--- src/rtl/vga_line_writer.sv ---
// Command-driven Bresenham line / full-screen clear writer for the VGA index frame buffer.
// Optional build macro VGA_LINE_CLIP_EN: off-screen points are skipped and counted on clip_count.
module vga_line_writer #(
    parameter int H_RES  = 640,
    parameter int V_RES  = 480,
    parameter int ADDR_W = 19,
    parameter int DATA_W = 8
) (
    input  logic              iVGA_CLK,
    input  logic              iRST_n,
    input  logic              cmd_valid,
    output logic              cmd_ready,
    input  logic              cmd_op,
    input  logic [9:0]        cmd_x0,
    input  logic [8:0]        cmd_y0,
    input  logic [9:0]        cmd_x1,
    input  logic [8:0]        cmd_y1,
    input  logic [DATA_W-1:0] cmd_color,
    output logic              busy,
    output logic              done,
    output logic              svga_we,
    output logic [ADDR_W-1:0] address_write,
    output logic [DATA_W-1:0] data_write
`ifdef VGA_LINE_CLIP_EN
    ,
    output logic [19:0]       clip_count
`endif
);

    typedef enum logic [2:0] {
        ST_IDLE  = 3'd0,
        ST_SETUP = 3'd1,
        ST_DRAW  = 3'd2,
        ST_CLEAR = 3'd3,
        ST_FIN   = 3'd4
    } state_t;

    localparam logic [ADDR_W-1:0] CLR_LAST = ADDR_W'(H_RES * V_RES - 1);

    state_t state_r, state_s;
    logic [9:0]         x0_r, x1_r, x_r;
    logic [8:0]         y0_r, y1_r, y_r;
    logic [DATA_W-1:0]  color_r;
    logic [10:0]        dx_r;
    logic signed [10:0] dy_r;
    logic               sx_neg_r, sy_neg_r;
    logic signed [11:0] err_r;
    logic [ADDR_W-1:0]  clr_cnt_r;

    logic               cmd_ready_r, busy_r, done_r, we_r;
    logic [ADDR_W-1:0]  addr_r;
    logic [DATA_W-1:0]  data_r;
    logic               cmd_ready_s, busy_s, done_s, we_s;
    logic [ADDR_W-1:0]  addr_s;
    logic [DATA_W-1:0]  data_s;

    logic               at_end_s, step_x_s, step_y_s;
    logic signed [12:0] e2_s, dx_w_s, dy_w_s, err_sum_s;
    logic [10:0]        dx_set_s, dy_set_s;
    logic [8:0]         dy_abs_s;
    logic signed [11:0] err_set_s;
    logic [ADDR_W-1:0]  y_ext_s, pix_addr_s;

`ifdef VGA_LINE_CLIP_EN
    localparam logic [10:0] H_LIM = 11'(H_RES);
    localparam logic [9:0]  V_LIM = 10'(V_RES);
    logic        in_range_s, clip_inc_s;
    logic [19:0] clip_cnt_r;
`endif

    // Setup values, Bresenham step decisions and pixel address of the current point
    always_comb begin
        dx_set_s  = (x1_r >= x0_r) ? {1'b0, x1_r - x0_r} : {1'b0, x0_r - x1_r};
        dy_abs_s  = (y1_r >= y0_r) ? (y1_r - y0_r) : (y0_r - y1_r);
        dy_set_s  = 11'd0 - {2'b00, dy_abs_s};
        err_set_s = $signed({1'b0, dx_set_s}) + $signed({dy_set_s[10], dy_set_s});

        at_end_s  = (x_r == x1_r) && (y_r == y1_r);
        e2_s      = {err_r, 1'b0};
        dx_w_s    = {2'b00, dx_r};
        dy_w_s    = {{2{dy_r[10]}}, dy_r};
        step_x_s  = (e2_s >= dy_w_s);
        step_y_s  = (e2_s <= dx_w_s);
        // both increments use the pre-update error and may sum in one cycle
        err_sum_s = {err_r[11], err_r} + (step_x_s ? dy_w_s : 13'sd0) + (step_y_s ? dx_w_s : 13'sd0);

        y_ext_s    = ADDR_W'(y_r);
        pix_addr_s = (y_ext_s << 4'd9) + (y_ext_s << 4'd7) + ADDR_W'(x_r);
    end

`ifdef VGA_LINE_CLIP_EN
    // Visibility of the current traversal point
    always_comb begin
        in_range_s = ({1'b0, x_r} < H_LIM) && ({1'b0, y_r} < V_LIM);
    end
`endif

    // State register
    always_ff @(posedge iVGA_CLK or negedge iRST_n) begin
        if (!iRST_n) begin
            state_r <= ST_IDLE;
        end else begin
            state_r <= state_s;
        end
    end

    // Next-state logic
    always_comb begin
        state_s = state_r;
        case (state_r)
            ST_IDLE:  state_s = cmd_valid ? (cmd_op ? ST_CLEAR : ST_SETUP) : ST_IDLE;
            ST_SETUP: state_s = ST_DRAW;
            ST_DRAW:  state_s = at_end_s ? ST_FIN : ST_DRAW;
            ST_CLEAR: state_s = (clr_cnt_r == CLR_LAST) ? ST_FIN : ST_CLEAR;
            ST_FIN:   state_s = ST_IDLE;
            default:  state_s = ST_IDLE;
        endcase
    end

    // Output decode; address/data hold whenever no write is issued
    always_comb begin
        we_s   = 1'b0;
        addr_s = addr_r;
        data_s = data_r;
`ifdef VGA_LINE_CLIP_EN
        clip_inc_s = 1'b0;
`endif
        case (state_r)
            ST_DRAW: begin
`ifdef VGA_LINE_CLIP_EN
                if (in_range_s) begin
                    we_s   = 1'b1;
                    addr_s = pix_addr_s;
                    data_s = color_r;
                end else begin
                    clip_inc_s = 1'b1;
                end
`else
                we_s   = 1'b1;
                addr_s = pix_addr_s;
                data_s = color_r;
`endif
            end
            ST_CLEAR: begin
                we_s   = 1'b1;
                addr_s = clr_cnt_r;
                data_s = color_r;
            end
            default: begin
                we_s = 1'b0;
            end
        endcase
        cmd_ready_s = (state_s == ST_IDLE);
        busy_s      = (state_s != ST_IDLE);
        done_s      = (state_r == ST_FIN);
    end

    // Registered outputs
    always_ff @(posedge iVGA_CLK or negedge iRST_n) begin
        if (!iRST_n) begin
            cmd_ready_r <= 1'b1;
            busy_r      <= 1'b0;
            done_r      <= 1'b0;
            we_r        <= 1'b0;
            addr_r      <= {ADDR_W{1'b0}};
            data_r      <= {DATA_W{1'b0}};
        end else begin
            cmd_ready_r <= cmd_ready_s;
            busy_r      <= busy_s;
            done_r      <= done_s;
            we_r        <= we_s;
            addr_r      <= addr_s;
            data_r      <= data_s;
        end
    end

    // Command latch, Bresenham walk and clear sweep counter
    always_ff @(posedge iVGA_CLK or negedge iRST_n) begin
        if (!iRST_n) begin
            x0_r <= 10'd0; x1_r <= 10'd0; x_r <= 10'd0;
            y0_r <= 9'd0;  y1_r <= 9'd0;  y_r <= 9'd0;
            color_r   <= {DATA_W{1'b0}};
            dx_r      <= 11'd0;
            dy_r      <= 11'sd0;
            sx_neg_r  <= 1'b0;
            sy_neg_r  <= 1'b0;
            err_r     <= 12'sd0;
            clr_cnt_r <= {ADDR_W{1'b0}};
        end else begin
            case (state_r)
                ST_IDLE: begin
                    if (cmd_valid) begin
                        x0_r <= cmd_x0; y0_r <= cmd_y0;
                        x1_r <= cmd_x1; y1_r <= cmd_y1;
                        color_r   <= cmd_color;
                        clr_cnt_r <= {ADDR_W{1'b0}};
                    end
                end
                ST_SETUP: begin
                    dx_r     <= dx_set_s;
                    dy_r     <= $signed(dy_set_s);
                    sx_neg_r <= !(x0_r < x1_r);
                    sy_neg_r <= !(y0_r < y1_r);
                    err_r    <= err_set_s;
                    x_r      <= x0_r;
                    y_r      <= y0_r;
                end
                ST_DRAW: begin
                    if (!at_end_s) begin
                        x_r   <= step_x_s ? (x_r + (sx_neg_r ? 10'h3FF : 10'h001)) : x_r;
                        y_r   <= step_y_s ? (y_r + (sy_neg_r ? 9'h1FF : 9'h001)) : y_r;
                        err_r <= err_sum_s[11:0];
                    end
                end
                ST_CLEAR: clr_cnt_r <= clr_cnt_r + {{(ADDR_W-1){1'b0}}, 1'b1};
                default: begin
                end
            endcase
        end
    end

`ifdef VGA_LINE_CLIP_EN
    // Per-command count of suppressed points
    always_ff @(posedge iVGA_CLK or negedge iRST_n) begin
        if (!iRST_n) begin
            clip_cnt_r <= 20'd0;
        end else if ((state_r == ST_IDLE) && cmd_valid) begin
            clip_cnt_r <= 20'd0;
        end else if (clip_inc_s) begin
            clip_cnt_r <= clip_cnt_r + 20'd1;
        end else begin
            clip_cnt_r <= clip_cnt_r;
        end
    end

    assign clip_count = clip_cnt_r;
`endif

    assign cmd_ready     = cmd_ready_r;
    assign busy          = busy_r;
    assign done          = done_r;
    assign svga_we       = we_r;
    assign address_write = addr_r;
    assign data_write    = data_r;

endmodule
--- config.mk ---
export PLATFORM = sky130hd
export DESIGN_NAME = vga_line_writer
export DESIGN_NICKNAME = d
export VERILOG_FILES = /design/src/rtl/vga_line_writer.sv
export SDC_FILE = /design/constraint.sdc
export NUM_CORES = 1
export LEC_CHECK = 0
export CORE_MARGIN = 10
export CORE_UTILIZATION = 35
export DETAILED_ROUTE_END_ITERATION = 7
export GPL_ROUTABILITY_DRIVEN = 0
export GPL_TIMING_DRIVEN = 0
export HOLD_SLACK_MARGIN = 0.1
export PLACE_DENSITY = 0.52
export SKIP_CTS_REPAIR_TIMING = 1
export SLEW_MARGIN = 20
export SYNTH_ARGS = -nofsm -noshare
export SYNTH_HDL_FRONTEND = slang
export SYNTH_SLANG_ARGS = --single-unit
--- constraint.sdc ---
create_clock -name iVGA_CLK -period 8.95 [get_ports iVGA_CLK]
set_clock_uncertainty 0.2 [all_clocks]
set_input_delay 0.895 -clock iVGA_CLK [delete_from_list [all_inputs] [get_ports iVGA_CLK]]
set_output_delay 0.895 -clock iVGA_CLK [all_outputs]
set_load 0.005 [all_outputs]
* After elaboration in Yosys (flattened, before gate mapping) *
Cells that the tools add are included.

storage, ports and cells
  word-level logic and storage cells = 88
  output and inout port bits = 31
  bits in registers = 153

operators by class
  magnitude comparators = 6
  mux-type cells = 23
  eq/ne operators = 11
  add/subtract/negate cells = 13
  reductions and logical operators = 15

operators with widths
  operator                 number
  $pmux W19 S2             2
  $mux W10                 4
  $mux W9                  4
  $mux W12                 2
  $pmux W12 S2             1
  $pmux W10 S2             1
  $sub A10 B10 Y10         2
  $add A18 B16 Y19         1
  $add A19 B1 Y19 const B  1
  $add A19 B10 Y19         1
  $eq A19 B19 Y1 const B   1
  $mux W19                 1
  $pmux W9 S2              1
  $sub A9 B9 Y9            2
  $ge A13 B10 Y1           1
  $le A13 B12 Y1           1
  $add A11 B10 Y12         1
  $add A12 B11 Y12         1
  $add A12 B12 Y12         1
  $pmux W3 S4              1
  $mux W11                 1
  $add A10 B10 Y10         1
  $eq A10 B10 Y1           1
  $ge A10 B10 Y1           1
  21 further kinds         34

* Logic depth before layout (Yosys ltp) *
  depth in word-level cells = 6
  depth in mapped cells = 28

* Worst setup path before layout *
OpenSTA, ideal clock, no wires.

  kind = reg-to-reg
  start point = reg err_r[4]
  end point = reg err_r[11]
  period minus slack after synthesis = 4615 ps
  library setup time = 130 ps
  stages on the path, launching flop included = 27
  arrival time = 4285 ps
  setup slack = 4335 ps
  buffers on the path = 1
  data required time = 8620 ps
  cells stage by stage = dfrtp_1 ha_1 a21o_1 a21oi_1 o21ai_0 a21o_1 a21o_1 a21oi_1 o21ai_0 nand2b_1 clkbuf_1 and2_1 fa_1 ha_1 inv_1 fa_1 nor2b_1 o21ai_0 a21boi_0 o21ai_0 a21oi_1 a21o_1 a21oi_1 xor2_1 o21ai_0 nand2_1 o211ai_2

between the ends
  cells in the longest elaborated chain, start to end = 6

ends and longest elaborated chain
  item                    line  source
  from (decl)             47    logic signed [11:0] err_r;
  from (signal assigned)  204   err_r <= err_set_s;
  from (signal assigned)  212   err_r <= err_sum_s[11:0];
  $ge A13 B10 Y1          82    step_x_s = (e2_s >= dy_w_s);
  $mux W12                85    err_sum_s = {err_r[11], err_r} + (step_x_s ? dy_w_s : 13'sd0) + (step_y_s ? dx_w_s : 13'sd0);
  $add A12 B12 Y12        85
  $add A12 B11 Y12 *      85
  $mux W12 *              209   if (!at_end_s) begin
  $pmux W12 S2 *          190   case (state_r)

Mark *: on every way between the ends. The rest lies on a longest branch, timed or not. The select of a mux whose other input is x is not followed.
A chain may end at the register's enable or synchronous reset.

* Worst setup path after layout *
  start point = reg err_r[1]
  end point = reg err_r[11]

The elaborated chain is that of the path after synthesis.

==> reports/qor.yml <==
logic_synthesis:
  ys_seq_elements: 152
  yosys.cell_count.top_type: "nand2_1"
  synth_async_sr_flop_share_pct: 100
  synth_area_leaders: "dfrtp_1, ha_1, o21ai_0"
  synth.top_cells.by_count: "nand2_1, dfrtp_1, o21ai_0"
  post_synth_instance_area_um2: 10900
  synth_top_area_share_pct: 34.6
  netlist_instances: 1260
  synth.avg_cell_area_um2: 8.68
  syn_nets: 1445
  synth_largest_area_cell: "dfrtp_1"
  most_used_flip_flop_cell_after_synthesis: "dfrtp_1"
  edff_count_synth: 0
  synth-seq-area-share_pct: 34.8
  yosys_warnings: 0
  ys_types: 73
global_route:
  grt_start_max_net_pins: 91
  grt_antenna_before_repair: 0
  via_count_of_the_first_global_routing_pass: 9113
  grt_first_pass_wirelength_um: 51900
  grt.total_usage_pct: 16.9
  globalRoute.totalOverflow: 0
die:
  num_rows: 64
  core_region_area_um2: 30700
  floorplan.die.width_um: 197
  die_y_um: 197
  dieArea_um2: 38700
  initial_core_utilization_pct: 35.6
  pin_count: 81
final_layout:
  layout_nets: 1545
  area_delta_synth_final_pct: 17.6
  n_antenna_cell: 0
  filler_cell_count: 3117
  design_area_um2: 12900
  proportion_of_layout_cells_with_a_drive_suffix_above_1_pct: 5.17
status:
  run_status: "finished, final reports clean"
placed_design:
  place.detailed.hpwl_um: 25300
  placed_area_um2: 12300
  port_buffers: 80
routing:
  total_length_of_routed_wires_um: 32300
  num_vias: 9101
  remaining_drc_errors: 0
  vias_per_cell: 5.14
  routed_wire_length_per_instance_um: 18.3
  dr.pass1.iters: 5
  drt-initial-drc-count: 706
  drtAntennaViolNets: 0
sta:
  final-max-slew-violation-count: 0
  report.final.hold_viol_count: 0
  max_clock_freq_ghz: 0.177
  slew_headroom_pct: 44.5
  final.setup.tns_ns: 0
  final_min_period_over_clock_period_pct: 63.0
  grt_setup_unrepaired: "false"
  number_of_endpoints_failing_setup_at_the_final_stage: 0
  timing_worst_slew_pin_value_ns: 0.822
  finalWorstPathRequiredPeriod_ns: 5.64
critical_path:
  critPathMaxStageDelay_ns: 0.44
  reg2reg_slack_ns: 3.31
  path_class: "flop to flop"
  reg2reg_to: "err_r[11]"
  worst_setup_path_end_kind: "flop"
  crit_start: "err_r[1]"
  kind_of_start_point_of_the_critical_path: "flop"
  worstRegToRegCells: 26
  rr_startpoint: "err_r[1]"
  worst-path-max-fanout: 10
  crit_required_ns: 9.07
  critical-path-slowest-cell: "dfrtp_1"
  crit_arrival_ns: 5.75
  worstSetupEndpoint: "err_r[11]"
  worst_path_most_repeated_cell: "o21ai_0"
run:
  max-cap-violations: 0
power_and_ir_drop:
  leakage_power_uw: 0.00606
  fin_total_pwr_uw: 1970
  pd_cells_nw_per_um2: 153
  vdd_ir_drop_max_mv: 0.116
cts:
  clockRootBuffer: "clkbuf_16"
  cts-root-to-sink-buffers: 2
  htree_num_levels: 4
  clock_latency_on_the_worst_skew_pair_ns: 0.44
  cts_inserted_buffers: 17
  tritoncts: "built"
  tritoncts_num_sinks: 152
  clkTransAtPathRegs_ns: 0.08
min_path:
  type_of_the_most_critical_hold_path: "flop to flop"
==> flip-flops by register name, indices dropped and copies added (netlist names), 3 cells and up <==
signal	count
clr_cnt_r	19
address_write	19
x0_r	10
y0_r	9
state_r	3
dy_r	10
y_r	9
color_r	8
err_r	12
data_write	8
dx_r	10
y1_r	9
x1_r	10
x_r	10
==> per-stage QoR <==
step / worst slack, ns / hold slack, ns / utilization [%] / cells
after floorplan: 4.33 / 0.239 / - / 1260
after global placement: 0.0852 / 0.248 / 39.8 / 1736
after detailed placement: 3.36 / 0.255 / 39.9 / 1737
after CTS: 3.29 / 0.277 / 41.8 / 1769
after global routing: 2.80 / 0.304 / 41.8 / 1769
final: 3.31 / 0.272 / 41.8 / 1769
==> metal layers <==
layer	share of wire [%]	GRT usage, %	up-vias
met5	0	0	-
met4	0.87	3.62	0
met3	3.4	2.56	20
met2	44	26.3	143
met1	51	24.2	4427
li1	-	-	4511
==> worst max-delay path, delay by kind of cell, from the launching register on <==
kind | cells | cell delay [ns]
buffers and inverters | 2 | 0.44
XOR/XNOR | 1 | 0.23
flip-flops | 1 | 0.44
adder cells (fa/ha/maj) | 4 | 1.16
AND/OR/NAND/NOR | 4 | 0.62
AO/OA/AOI/OAI | 15 | 2.41
==> cell type report <==
type / instances / area (µm²) / area share, %
plain buffers: 49 / 204 / 1.59
clock buffers: 17 / 425 / 3.31
clock inverters: 15 / 169 / 1.31
inverters: 101 / 379 / 2.95
multi-input cells: 958 / 6550 / 50.9
flip-flops and latches: 152 / 3800 / 29.6
well taps: 396 / 495 / 3.85
repair buffers: 81 / 833 / 6.48
==> cell families after synthesis <==
logic type	after synthesis	synth area share, %
compound gates	343	18.5
simple gates	381	16.0
fa+ha+maj	135	16.8
buf+inv	150	5.33
xor+xnor	73	6.11
flops	152	34.8
mux	26	2.46
==> report_power, final <==
| group | internal [µW] | switching, µW |
|---|---|---|
| Clock | 378 | 366 |
| Sequential | 701 | 16.4 |
| Combinational | 219 | 292 |
==> worst min path at each step <==
| stage | startpoint | end | slack (ns) | depth (start not counted) |
|---|---|---|---|---|
| 2_1_floorplan | color_r[0] | data_write[0] | 0.24 | 2 |
| 3_3_place_gp | color_r[2] | data_write[2] | 0.25 | 2 |
| 3_5_place_dp | color_r[0] | data_write[0] | 0.26 | 2 |
| 4_1_cts | color_r[0] | data_write[0] | 0.28 | 2 |
| 5_1_grt | color_r[0] | data_write[0] | 0.30 | 2 |
| 6_report | color_r[0] | data_write[0] | 0.27 | 2 |
==> placed cells by master (no fill, tap or decap), types with 24 or more instances in the layout <==
cell type          n
a21o_1            30
a21oi_1          102
and2_1            24
clkbuf_1          40
clkdlybuf4s50_1   79
dfrtp_1          151
ha_1             115
inv_1            101
nand2_1          174
nand3_1           28
nor2_1            73
o21ai_0          142
xnor2_1           36
xor2_1            34
(Power assumes the default switching activity.)
